$ cat src/rtl/ifetch.sv
// Instruction fetch stage: pulls one word per PC value from instruction memory,
// hands it to the decoder, then pulses pc_advance. Faults are sticky until fault_clr.
module ifetch #(
    parameter int unsigned TIMEOUT = 255
) (
    input  logic        sys_clk,
    input  logic        sys_rst,
    input  logic [31:0] current_pc,
    output logic        pc_advance,
    output logic        imem_req,
    output logic [31:0] imem_addr,
    input  logic        imem_ack,
    input  logic [31:0] imem_rdata,
    input  logic        imem_err,
    output logic        inst_valid,
    input  logic        inst_ready,
    output logic [31:0] inst,
    output logic [31:0] inst_pc,
    input  logic        flush,
    output logic        fault,
    output logic [1:0]  fault_cause,
    output logic [31:0] fault_pc,
    input  logic        fault_clr
);

    typedef enum logic [2:0] {
        S_IDLE  = 3'd0,
        S_WAIT  = 3'd1,
        S_HOLD  = 3'd2,
        S_ADV   = 3'd3,
        S_FAULT = 3'd4
    } state_t;

    localparam logic [1:0]  CAUSE_MISALIGN = 2'b01;
    localparam logic [1:0]  CAUSE_BUS      = 2'b10;
    localparam logic [1:0]  CAUSE_TIMEOUT  = 2'b11;
    localparam logic [15:0] TIMEOUT_CNT    = 16'(TIMEOUT);

    state_t      state;
    logic [15:0] wait_cnt;
    logic        discard;
    logic        drop;

    // A flush arriving in the same cycle as the ack discards that response too.
    assign drop = discard | flush;

    always_ff @(posedge sys_clk or posedge sys_rst) begin
        if (sys_rst) begin
            state       <= S_IDLE;
            wait_cnt    <= '0;
            discard     <= 1'b0;
            pc_advance  <= 1'b0;
            imem_req    <= 1'b0;
            imem_addr   <= '0;
            inst_valid  <= 1'b0;
            inst        <= '0;
            inst_pc     <= '0;
            fault       <= 1'b0;
            fault_cause <= '0;
            fault_pc    <= '0;
        end else begin
            case (state)
                S_IDLE: begin
                    if (current_pc[1:0] != 2'b00) begin
                        fault       <= 1'b1;
                        fault_cause <= CAUSE_MISALIGN;
                        fault_pc    <= current_pc;
                        state       <= S_FAULT;
                    end else begin
                        imem_addr <= current_pc;
                        imem_req  <= 1'b1;
                        wait_cnt  <= '0;
                        discard   <= 1'b0;
                        state     <= S_WAIT;
                    end
                end

                S_WAIT: begin
                    if (imem_ack) begin
                        imem_req <= 1'b0;
                        discard  <= 1'b0;
                        if (drop) begin
                            // Redirected while in flight: bus errors are moot here.
                            state <= S_IDLE;
                        end else if (imem_err) begin
                            fault       <= 1'b1;
                            fault_cause <= CAUSE_BUS;
                            fault_pc    <= imem_addr;
                            state       <= S_FAULT;
                        end else begin
                            inst       <= imem_rdata;
                            inst_pc    <= imem_addr;
                            inst_valid <= 1'b1;
                            state      <= S_HOLD;
                        end
                    end else if (wait_cnt == TIMEOUT_CNT) begin
                        imem_req    <= 1'b0;
                        discard     <= 1'b0;
                        fault       <= 1'b1;
                        fault_cause <= CAUSE_TIMEOUT;
                        fault_pc    <= imem_addr;
                        state       <= S_FAULT;
                    end else begin
                        if (wait_cnt != 16'hFFFF)
                            wait_cnt <= wait_cnt + 16'd1;
                        discard <= drop;
                    end
                end

                S_HOLD: begin
                    if (flush) begin
                        inst_valid <= 1'b0;
                        state      <= S_IDLE;
                    end else if (inst_ready) begin
                        inst_valid <= 1'b0;
                        pc_advance <= 1'b1;
                        state      <= S_ADV;
                    end
                end

                S_ADV: begin
                    pc_advance <= 1'b0;
                    state      <= S_IDLE;
                end

                S_FAULT: begin
                    if (fault_clr) begin
                        fault       <= 1'b0;
                        fault_cause <= '0;
                        fault_pc    <= '0;
                        state       <= S_IDLE;
                    end
                end

                default: state <= S_IDLE;
            endcase
        end
    end

endmodule

$ cat config.mk
export PLATFORM = sky130hd
export DESIGN_NAME = ifetch
export DESIGN_NICKNAME = d
export VERILOG_FILES = /design/src/rtl/ifetch.sv
export SDC_FILE = /design/constraint.sdc
export NUM_CORES = 1
export LEC_CHECK = 0
export ABC_AREA = 1
export BUFFER_PORTS_ARGS = -buffer_cell sky130_fd_sc_hd__buf_2
export CORE_ASPECT_RATIO = 1.5
export CORE_MARGIN = 8
export CORE_UTILIZATION = 44
export CTS_BUF_LIST = sky130_fd_sc_hd__clkbuf_2 sky130_fd_sc_hd__clkbuf_4 sky130_fd_sc_hd__clkbuf_8
export DETAILED_ROUTE_END_ITERATION = 7
export PLACE_DENSITY = 0.72
export SETUP_SLACK_MARGIN = 0.15
export SYNTH_ARGS = -nofsm -noshare
export SYNTH_HDL_FRONTEND = slang
export SYNTH_SLANG_ARGS = --single-unit
$ cat constraint.sdc
create_clock -name sys_clk -period 7.66 [get_ports sys_clk]
set_input_delay 0.766 -clock sys_clk [delete_from_list [all_inputs] [get_ports sys_clk]]
set_output_delay 0.766 -clock sys_clk [all_outputs]
set_load 0.005 [all_outputs]
# Word level (Yosys, flattened, before mapping)
# Index checks and enable logic that the tools add are counted.
# W data, S select, Z words.
[word_totals]
reg_bits = 154
input_bits = 71
out_inout_bits = 134
word_cells = 105
[classes]
add_sub_neg = 1
eq_ne = 21
n_mux = 52
bitwise = 4
n_reduce_logical = 15
[ops]
columns = ["op", "n"]
rows = [
  ["$mux W32", 6],
  ["$pmux W32 S3", 1],
  ["$mux W16", 4],
  ["$pmux W16 S2", 1],
  ["$mux W3", 8],
  ["$ne A2 B2 Y1 const B", 11],
  ["$mux W1", 19],
  ["$add A16 B1 Y16 const B", 1],
  ["$eq A16 B8 Y1 const B", 1],
  ["$ne A16 B16 Y1 const B", 1],
  ["$mux W2", 6],
  ["$ne A3 B3 Y1 const B", 4],
  ["$pmux W3 S4", 1],
  ["$reduce_and A5 Y1", 2],
  ["$reduce_and A3 Y1", 3],
  ["$pmux W1 S2", 4],
  ["$reduce_bool A2 Y1", 4],
  ["$eq A3 B2 Y1 const B", 2],
  ["$pmux W2 S3", 1],
  ["$reduce_and A6 Y1", 1],
  ["$reduce_and A2 Y1", 2],
  ["$reduce_and A4 Y1", 1],
  ["$eq A3 B1 Y1 const B", 1],
  ["$eq A3 B3 Y1 const B", 1],
  ["other kinds (5)", 7],
]

# Depth between registers and ports, before layout
# Gate-level depths: netlist of the first run.
[depth]
word_depth = 5
ltp_mapped = 11
mapped_depth_nobuf = 10

# Worst setup path before layout of the first run
# Ideal clock, no wire load.
[synth_path]
path_type = "input -> register"
from = "in current_pc[1]"
to = "reg fault_pc[0]"
setup_time_ns = 0.116
arrival_time_ns = 1.555
t_required_ns = 7.544
slack_ns = 5.989
stages = 8
n_path_buf = 1
cell_sequence = "inv_1 nand4_2 nand2_1 nor2_1 nand3b_2 buf_2 nand2_1 nand2_1"
[synth_via]
elab_chain_len = 3
[synth_rtl]
columns = ["item", "line_no", "text"]
rows = [
  ["start, declared", "8", "input logic [31:0] current_pc,"],
  ["$reduce_bool A2 Y1", "64", "if (current_pc[1:0] != 2'b00) begin"],
  ["$ne A2 B2 Y1 (no line)", "--", ""],
  ["$reduce_and A6 Y1 (no line)", "--", ""],
  ["end signal, assigned", "67", "fault_pc <= current_pc;"],
  ["end signal, assigned", "88", "fault_pc <= imem_addr;"],
  ["end signal, assigned", "101", "fault_pc <= imem_addr;"],
  ["end, declared", "22", "output logic [31:0] fault_pc,"],
]
# No other way between the ends.
# A chain may end at the register's enable or synchronous reset.

# Final worst setup path of the first run
[layout_path]
from = "reg wait_cnt[0]"
to = "reg fault_pc[16]"
[layout_via]
elab_chain_len = 3
[layout_rtl]
columns = ["item", "line_no", "text"]
rows = [
  ["start, declared", "40", "logic [15:0] wait_cnt;"],
  ["start signal, assigned", "105", "wait_cnt <= wait_cnt + 16'd1;"],
  ["$eq A16 B8 Y1", "96", "end else if (wait_cnt == TIMEOUT_CNT) begin"],
  ["$ne A3 B3 Y1 (no line)", "--", ""],
  ["$reduce_and A6 Y1 (no line)", "--", ""],
]
# No other way between the ends.

==> results.json, run 1 <==
{
  "floorplan.die.width_um": 117,
  "total_congestion_overflow_after_global_routing": 0,
  "io_pins": 205,
  "avgSynthCellArea_um2": 8.23,
  "globalplace.congestion": 0.864,
  "h-tree-depth": 4,
  "die_area_um2": 19800,
  "outcome": "complete, no violations",
  "drtPass1Iterations": 5,
  "floorplan.rows": 55,
  "worst-setup-path-type": "reg2reg",
  "cts_max_path_buffers": 2,
  "reg2regPathDepth": 10,
  "detailed_place_hpwl_um": 13200,
  "routedWlPerCell_um": 15.6,
  "final-setup-viol-count": 0,
  "grt_antenna_before_repair": 0,
  "total_leakage_power_nw": 4.73,
  "share_seq_of_total_power_pct": 46.4,
  "synth_cells": 826,
  "clock_sinks": 154,
  "path_type_of_the_worst_min_delay_path": "in2async",
  "fin_nets": 1085,
  "r2r-start": "wait_cnt[0]",
  "final-hold-violation-count": 0,
  "r2r_slack_ns": 4.67,
  "detail_route.drc_violations": 0,
  "fp.dieH_um": 168,
  "worst-endpoint-arrival_ns": 3.31,
  "cts_hold_buf": 0,
  "via_per_inst": 4.87,
  "netlist-cell-type-count": 30,
  "yosys.area.top_type_share_pct": 56.7,
  "pin_count_of_the_biggest_net_entering_global_routing": 88,
  "cts-buffers-inserted": 17,
  "clkTransAtPathRegs_ns": 0.10,
  "postLayoutCellArea_um2": 8250,
  "cp_endpoint": "fault_pc[16]",
  "slew_headroom_pct": 22.7,
  "combinationalPowerShare_pct": 33.9,
  "switching_share_pct": 39.2,
  "drt_iter0_drc": 441,
  "cts-root-buf": "sky130_fd_sc_hd__clkbuf_8",
  "startpoint_type": "register",
  "placed_area_um2": 7890,
  "global_route.usage.total_pct": 19.5,
  "floorplan.initialDensity_pct": 44.9,
  "wire_length_of_the_first_global_routing_pass_um": 31600,
  "fin_crit_sh_pct": 39.0,
  "syn_nets": 898,
  "syn_to_final_growth_pct": 21.4,
  "cts_tree": "done",
  "highest_fanout_seen_on_the_critical_path": 40,
  "clock_power_share_pct": 19.6,
  "final_layout_size_suffix_gt1_share_pct": 26.1,
  "power_per_cell_area_nw_per_um2": 353,
  "synth_top_cell_by_area": "sky130_fd_sc_hd__dfrtp_1",
  "required_ns": 7.98,
  "netlist_top_cells_area": "sky130_fd_sc_hd__dfrtp_1 (57%), sky130_fd_sc_hd__nand2_1 (22%), sky130_fd_sc_hd__o21ai_0 (4.9%)",
  "port_buffers": 204,
  "cp-startpoint": "wait_cnt[0]",
  "switchingPower_mw": 1.14,
  "post_cts_buffers": 0,
  "final_max_slew_viol_count": 0,
  "wl_um": 19100,
  "fin_crit_ns": 2.99,
  "antenna_cells": 0,
  "rsz0062_at_grt": "no",
  "internal_power_mw": 1.77,
  "fin_skew_ns": 0.0189,
  "pin_slew_with_the_least_headroom_to_its_limit_ns": 1.16,
  "worstSkewPairLatency_ns": 0.44,
  "number_of_flip_flops_and_latches_in_the_synthesized_netlist": 154,
  "yosysWarnings": 0,
  "timing.critical_path.to_type": "register",
  "setup_tns_ns": 0,
  "ant_nets": 0,
  "max_cap_viol_count": 0,
  "grt_pass1_vias": 5998,
  "share_of_the_yosys_chip_area_belonging_to_registers_pct": 56.7,
  "fmax_mhz": 334,
  "post_cts_sizing_count": 0,
  "core_area_um2": 15100,
  "synth.cell_area_um2": 6800,
  "ir_worst_vdd_v": 0.000185,
  "num_vias": 5963,
  "reg2reg_to": "fault_pc[16]"
}
## cell families (layout without fill, tap and decap cells)
| logic type | count (synthesis) | in the layout | share of synthesized area [%] |
|---|---|---|---|
| compound gates | 85 | 85 | 6.83 |
| xor+xnor | 8 | 8 | 1.03 |
| flops | 154 | 154 | 56.7 |
| simple gates | 487 | 487 | 29.0 |
| fa+ha+maj | 1 | 1 | 0.184 |
| buf+inv | 91 | 291 | 6.29 |
## placed cells by master, fill, tap and decap left out, types with 4 or more instances in the layout
| master | count |
|---|---|
| sky130_fd_sc_hd__buf_2 | 204 |
| sky130_fd_sc_hd__buf_4 | 4 |
| sky130_fd_sc_hd__clkbuf_8 | 17 |
| sky130_fd_sc_hd__clkinvlp_4 | 5 |
| sky130_fd_sc_hd__dfrtp_1 | 154 |
| sky130_fd_sc_hd__inv_1 | 48 |
| sky130_fd_sc_hd__inv_6 | 4 |
| sky130_fd_sc_hd__nand2_1 | 393 |
| sky130_fd_sc_hd__nand2_2 | 5 |
| sky130_fd_sc_hd__nand3_1 | 47 |
| sky130_fd_sc_hd__nand4_1 | 4 |
| sky130_fd_sc_hd__nor2_1 | 25 |
| sky130_fd_sc_hd__o21ai_0 | 67 |
| sky130_fd_sc_hd__o21ai_1 | 4 |
| sky130_fd_sc_hd__o21ai_2 | 9 |
| sky130_fd_sc_hd__xor2_1 | 6 |
## critical path, stage by stage, from the launching register on
cell	delay [ns]
sky130_fd_sc_hd__dfrtp_1	0.41
sky130_fd_sc_hd__ha_1	0.23
sky130_fd_sc_hd__nand3_1	0.11
sky130_fd_sc_hd__inv_1	0.12
sky130_fd_sc_hd__nand2_1	0.11
sky130_fd_sc_hd__inv_1	0.06
sky130_fd_sc_hd__nand2_1	0.05
sky130_fd_sc_hd__nand2_2	0.65
sky130_fd_sc_hd__nand3b_2	0.80
sky130_fd_sc_hd__nand2_1	0.24
sky130_fd_sc_hd__nand2_1	0.07
## cell type report
cell class                      count  area [um^2]
Clock buffer                       19          249
Fill cell                        1465         6890
Clock inverter                     13          113
Multi-Input combinational cell    581         2540
Inverter                           51          196
Timing Repair Buffer              208         1050
Tap cell                          199          249
Sequential cell                   154         3850
## through the flow
stage          power, mW  cells  hold slack [ns]  util, %  setup WS, ns
6_report            2.92   1225            0.471     54.5          4.67
5_1_grt             3.15   1225            0.485     54.5          4.26
4_1_cts             2.96   1225            0.475     54.5          4.58
3_5_place_dp        2.39   1193            0.453     52.1          4.46
3_3_place_gp        2.36   1193            0.448     52.1          4.50
2_1_floorplan       1.87    826            0.464        -          2.74
## power by group through the flow
| stage | Sequential (mW) | Combinational [mW] | Clock (mW) |
|---|---|---|---|
| finish | 1.35 | 0.990 | 0.573 |
| CTS | 1.35 | 1.02 | 0.583 |
| floorplan | 1.36 | 0.505 | 0 |
| detailed placement | 1.37 | 1.02 | 0 |
| global route | 1.40 | 1.14 | 0.614 |
| global placement | 1.36 | 0.994 | 0 |
## layer usage
metal	part of all wire [%]	global-route usage, %
met5	0	0
met4	2.7	8.56
met3	6.6	5.22
met2	49	31.6
met1	41	23.9
## cells in the mapped netlist, drive strengths merged
| master | count |
|---|---|
| a21oi | 3 |
| and2 | 1 |
| buf | 29 |
| clkbuf | 11 |
| dfrtp | 154 |
| ha | 1 |
| inv | 51 |
| nand2 | 398 |
| nand3 | 48 |
| nand3b | 2 |
| nand4 | 5 |
| nor2 | 29 |
| nor3 | 2 |
| o21a | 1 |
| o21ai | 80 |
| o21bai | 1 |
| or2 | 2 |
| xnor2 | 2 |
| xor2 | 6 |
## registers in the layout, summed over array words and instances (netlist names)
name,cells
inst_valid,1
fault_cause,2
inst_pc,32
inst,32
pc_advance,1
imem_req,1
imem_addr,32
discard,1
state,3
fault_pc,32
fault,1
wait_cnt,16
## how the worst min path moves through the flow
stage / slack, ns / depth (start not counted) / from / to
after floorplan: 0.46 / 2 / imem_req / imem_req
after global placement: 0.45 / 2 / fault_pc[18] / fault_pc[18]
after detailed placement: 0.45 / 2 / inst[15] / inst[15]
after CTS: 0.47 / 2 / inst_pc[9] / inst_pc[9]
after global routing: 0.48 / 2 / inst[12] / inst[12]
final: 0.47 / 2 / sys_rst / wait_cnt[10]
Note: power is estimated with default switching activity, not from simulation.
==> inputs of run 2 (changes only) <==
- clock period: 7.66 -> 3.08 ns (I/O delays scaled with it)
==> results.json, run 2 (synthesis gave the netlist of run 1 again) <==
{
  "ant_nets": 0,
  "wire_length_of_the_first_global_routing_pass_um": 30900,
  "worstSkewPairLatency_ns": 0.45,
  "critPathBufInv": 2,
  "worst-endpoint-arrival_ns": 2.54,
  "core_area_um2": 15100,
  "fp.dieH_um": 168,
  "fin_nets": 1089,
  "slew_headroom_pct": 23.9,
  "fin_skew_ns": 0.0170,
  "grt_antenna_before_repair": 1,
  "pin_count_of_the_biggest_net_entering_global_routing": 112,
  "fmax_mhz": 452,
  "post_cts_sizing_count": 0,
  "postLayoutCellArea_um2": 8310,
  "total_congestion_overflow_after_global_routing": 0,
  "port_buffers": 204,
  "detailed_place_hpwl_um": 12800,
  "kind_of_cell_adding_the_most_delay_to_the_critical_path": "simple AND/OR/NAND/NOR gates",
  "path_type_of_the_worst_min_delay_path": "in2async",
  "rsz0062_at_grt": "no",
  "cts-buffers-inserted": 17,
  "post_cts_buffers": 0,
  "r2r-start": "wait_cnt[0]",
  "startpoint_type": "register",
  "cts-root-buf": "sky130_fd_sc_hd__clkbuf_8",
  "ir_worst_vdd_v": 0.000434,
  "max_cap_viol_count": 0,
  "syn_to_final_growth_pct": 22.2,
  "final_layout_size_suffix_gt1_share_pct": 26.3,
  "cp_slowest_cell": "sky130_fd_sc_hd__nand3b_2",
  "critical_path.cell_chain": "ha_1 -> nand3_1 -> inv_1 -> nand2_1 -> inv_1 -> nand2_1 -> nand2_2 -> nand3b_2 -> nand2_1 -> nand2_1",
  "global_route.usage.total_pct": 19.2,
  "io_pins": 205,
  "final-hold-violation-count": 0,
  "cts_max_path_buffers": 2,
  "crit_path_frequent_cell": "sky130_fd_sc_hd__nand2_1",
  "setup_tns_ns": 0,
  "globalplace.congestion": 0.822,
  "num_vias": 5956,
  "placed_area_um2": 7930,
  "wl_um": 18700,
  "floorplan.die.width_um": 117,
  "drtPass1Iterations": 5,
  "pin_slew_with_the_least_headroom_to_its_limit_ns": 1.14,
  "most-common-layout-cells": "sky130_fd_sc_hd__nand2_1 (393), sky130_fd_sc_hd__buf_2 (204), sky130_fd_sc_hd__dfrtp_1 (154)",
  "power_per_cell_area_nw_per_um2": 883,
  "via_per_inst": 4.85,
  "detail_route.drc_violations": 0,
  "total_leakage_power_nw": 4.76,
  "clock_sinks": 154,
  "worst-setup-path-type": "reg2reg",
  "floorplan.initialDensity_pct": 44.9,
  "fillers": 1433,
  "drt_iter0_drc": 334,
  "h-tree-depth": 4,
  "floorplan.rows": 55,
  "final-setup-viol-count": 0,
  "cp-startpoint": "wait_cnt[0]",
  "highest_fanout_seen_on_the_critical_path": 35,
  "final_max_slew_viol_count": 0,
  "clkTransAtPathRegs_ns": 0.09,
  "grt_pass1_vias": 5954,
  "antenna_cells": 0,
  "die_area_um2": 19800,
  "cpPeakStageDelay_ns": 0.61,
  "final_common_cell": "sky130_fd_sc_hd__nand2_1",
  "outcome": "complete, no violations",
  "fin_crit_ns": 2.21,
  "fin_crit_sh_pct": 71.9,
  "required_ns": 3.41,
  "routedWlPerCell_um": 15.2,
  "cts_tree": "done",
  "cts_hold_buf": 0,
  "timing.critical_path.to_type": "register"
}
[run 2: cell count changes in the layout (fill, tap and decap cells not counted), sizes merged]
cell / before / now
clkbuf: 19 / 18
buf: 208 / 212
clkinvlp: 5 / 3
clkinv: 3 / 4
bufinv: 0 / 1
[run 2: final timing paths]
| path | to | cells past startpoint | slack [ns] |
|---|---|---|---|
| worst max register to register | fault_cause[1] | 10 | 0.87 |
| worst min-delay path | imem_addr[24] | 3 | 0.002 |
| min in group sys_clk | inst[26] | 3 | 0.06 |
| worst max-delay path | fault_cause[1] | 10 | 0.87 |
| max in group asynchronous | pc_advance | 3 | 2.56 |
| worst min register to register | inst[11] | 2 | 0.47 |
[run 2: tightest hold or removal path, stage by stage]
cell                         delay (ns)
sky130_fd_sc_hd__buf_2             0.11
sky130_fd_sc_hd__clkinvlp_4        0.08
sky130_fd_sc_hd__buf_12            0.41
[run 2: per-layer routing]
metal	wire length [um]	track usage (%)
met4	315	6.38
met2	9420	32.8
met3	1050	5.06
met1	7870	23.0
met5	13	0
[run 2: per-stage QoR]
step | utilization, % | setup WS (ns) | hold WS (ns) | total power, mW | instances
floorplan | - | 0.827 | 0.425 | 4.64 | 826
global placement | 52.4 | 0.945 | 0.448 | 5.85 | 1197
detailed placement | 52.4 | 0.854 | 0.453 | 5.95 | 1197
CTS | 54.9 | 0.842 | 0.0366 | 7.46 | 1228
global route | 54.9 | 0.525 | 0.0375 | 7.92 | 1228
finish | 54.9 | 0.866 | 0.00150 | 7.34 | 1228
[run 2: cell type report]
| cell class | count | area, um^2 | area share (%) |
|---|---|---|---|
| Clock buffer | 18 | 248 | 2.98 |
| Clock inverter | 13 | 131 | 1.58 |
| Multi-Input combinational cell | 581 | 2540 | 30.6 |
| Sequential cell | 154 | 3850 | 46.4 |
| Timing Repair Buffer | 212 | 1090 | 13.2 |
| Inverter | 51 | 195 | 2.35 |
| Tap cell | 199 | 249 | 3.00 |
[run 2: where the power goes]
| group | switching, mW | internal (mW) | total (mW) |
|---|---|---|---|
| Clock | 0.824 | 0.677 | 1.50 |
| Combinational | 1.46 | 1.02 | 2.49 |
| Sequential | 0.547 | 2.80 | 3.35 |
| Total | 2.83 | 4.50 | 7.34 |
==> inputs of run 3 (changes only) <==
- PLACE_DENSITY: 0.72 -> 0.75
- clock period: 3.08 -> 1.9 ns (I/O delays scaled with it)
==> results.json, run 3 (synthesis gave the netlist of run 1 again) <==
{
  "outcome": "complete, no violations",
  "fin_nets": 1146,
  "postLayoutCellArea_um2": 9130,
  "floorplan.rows": 55,
  "placed_area_um2": 8060,
  "ant_nets": 0,
  "highest_fanout_seen_on_the_critical_path": 6,
  "r2r_slack_ns": 0.18,
  "critical_path.cell_chain": "ha_4 -> nand3_2 -> inv_2 -> nand2_4 -> inv_2 -> nand2_2 -> nand2_4 -> nand3b_4 -> clkbuf_16 -> nand2_2 -> nand2_1",
  "io_pins": 205,
  "h-tree-depth": 4,
  "required_ns": 2.23,
  "port_buffers": 204,
  "final-setup-viol-count": 0,
  "timing.critical_path.to_type": "register",
  "via_per_inst": 4.89,
  "clock_sinks": 154,
  "wire_length_of_the_first_global_routing_pass_um": 32600,
  "detailed_place_hpwl_um": 13500,
  "routedWlPerCell_um": 15.8,
  "clkTransAtPathRegs_ns": 0.09,
  "drt_iter0_drc": 407,
  "holdWs_ns": 0.0152,
  "cpPeakStageDelay_ns": 0.44,
  "total_leakage_power_nw": 5.11,
  "fin_crit_ns": 1.72,
  "total_power_mw": 12.7,
  "floorplan.initialDensity_pct": 44.9,
  "slew_headroom_pct": 69.5,
  "final_common_cell": "sky130_fd_sc_hd__nand2_1",
  "grt_pass1_vias": 6384,
  "cts_tree": "done",
  "setup_tns_ns": 0,
  "drtPass1Iterations": 7,
  "final-hold-violation-count": 0,
  "max_cap_viol_count": 0,
  "fp.dieH_um": 168,
  "worstSkewPairLatency_ns": 0.44,
  "cts-root-buf": "sky130_fd_sc_hd__clkbuf_8",
  "global_route.usage.total_pct": 20.1,
  "fin_crit_sh_pct": 90.6,
  "most-common-layout-cells": "sky130_fd_sc_hd__nand2_1 (364), sky130_fd_sc_hd__buf_2 (204), sky130_fd_sc_hd__dfrtp_1 (152)",
  "syn_to_final_growth_pct": 34.3,
  "fmax_mhz": 581,
  "final_layout_size_suffix_gt1_share_pct": 30.3,
  "pin_slew_with_the_least_headroom_to_its_limit_ns": 0.457,
  "critPathBufInv": 3,
  "total_congestion_overflow_after_global_routing": 0,
  "core_area_um2": 15100,
  "worst-setup-path-type": "reg2reg",
  "path_type_of_the_worst_min_delay_path": "in2reg",
  "fillers": 1341,
  "pin_count_of_the_biggest_net_entering_global_routing": 72,
  "power_per_cell_area_nw_per_um2": 1390,
  "ir_worst_vdd_v": 0.000655,
  "grt_antenna_before_repair": 1,
  "num_vias": 6288,
  "globalplace.congestion": 0.804,
  "worst-endpoint-arrival_ns": 2.05,
  "fin_skew_ns": 0.0159,
  "cp_slowest_cell": "sky130_fd_sc_hd__dfrtp_1",
  "startpoint_type": "register",
  "rsz0062_at_grt": "yes",
  "wl_um": 20300,
  "detail_route.drc_violations": 0,
  "cts-buffers-inserted": 17,
  "die_area_um2": 19800,
  "cts_max_path_buffers": 2,
  "kind_of_cell_adding_the_most_delay_to_the_critical_path": "simple AND/OR/NAND/NOR gates",
  "final_max_slew_viol_count": 0,
  "floorplan.die.width_um": 117
}
## run 3: cell count changes in the layout (fill, tap and decap cells not counted), sizes merged
| cell | delta |
|---|---|
| clkbuf | +3 |
| clkinv | -2 |
| clkinvlp | +2 |
| dlygate4sd3 | +36 |
| diode | +1 |
| buf | +18 |
## run 3: path summary, 6_finish.rpt
check | cells past startpoint | startpoint | endpoint
worst max-delay path | 11 | wait_cnt[0] | fault_pc[8]
worst max register to register | 11 | wait_cnt[0] | fault_pc[8]
min in group asynchronous | 3 | sys_rst | inst[9]
worst min register to register | 2 | inst[16] | inst[16]
worst min-delay path | 3 | current_pc[24] | imem_addr[24]
max in group asynchronous | 4 | sys_rst | state[1]
## run 3: metrics by stage
| stage | cells | util, % | setup slack, ns |
|---|---|---|---|
| 2_1_floorplan | 826 | - | -0.235 |
| 3_3_place_gp | 1206 | 53.2 | 0.179 |
| 3_5_place_dp | 1206 | 53.2 | 0.145 |
| 4_1_cts | 1273 | 58.2 | 0.142 |
| 5_1_grt | 1286 | 60.3 | 0.0987 |
| 6_report | 1286 | 60.3 | 0.179 |
## run 3: power breakdown
part           total (mW)  switching (mW)  internal (mW)
Combinational        4.86            2.66           2.19
Clock                2.40            1.32           1.08
Sequential           5.48           0.924           4.55
Total                12.7            4.91           7.82
## run 3: layout make-up
type                    instances  area [um^2]  share of cell area, %
flip-flops and latches        154         3860                   42.3
repair buffers                269         1770                   19.4
multi-input cells             581         2680                   29.4
inverters                      51          198                   2.17
diodes                          1         2.50                 0.0274
well taps                     199          249                   2.73
clock buffers                  18          241                   2.65
clock inverters                13          133                   1.45
## run 3: worst reg2reg max path, delay by kind of cell (launching register included)
family,cells,cell delay (ns)
fa+ha+maj,1,0.17
buf+inv,3,0.40
flops,1,0.44
simple gates,7,0.60
## run 3: per-layer routing
layer / track usage (%) / share of wire, % / up-vias
li1: - / - / 3066
met1: 23.1 / 41 / 2991
met2: 34.9 / 51 / 200
met3: 5.42 / 6.0 / 31
met4: 7.94 / 2.6 / 0
met5: 0 / 0 / -
## run 3: what timing repair did
action                                  in CTS  in global routing
pin swaps                                    0                  7
gates resized for setup                      3                 58
cloned                                       0                  4
hold buffers                                36                  0
hold endpoints to repair                    52                  0
setup buffers                                0                  8
endpoints found under the setup margin      23                105
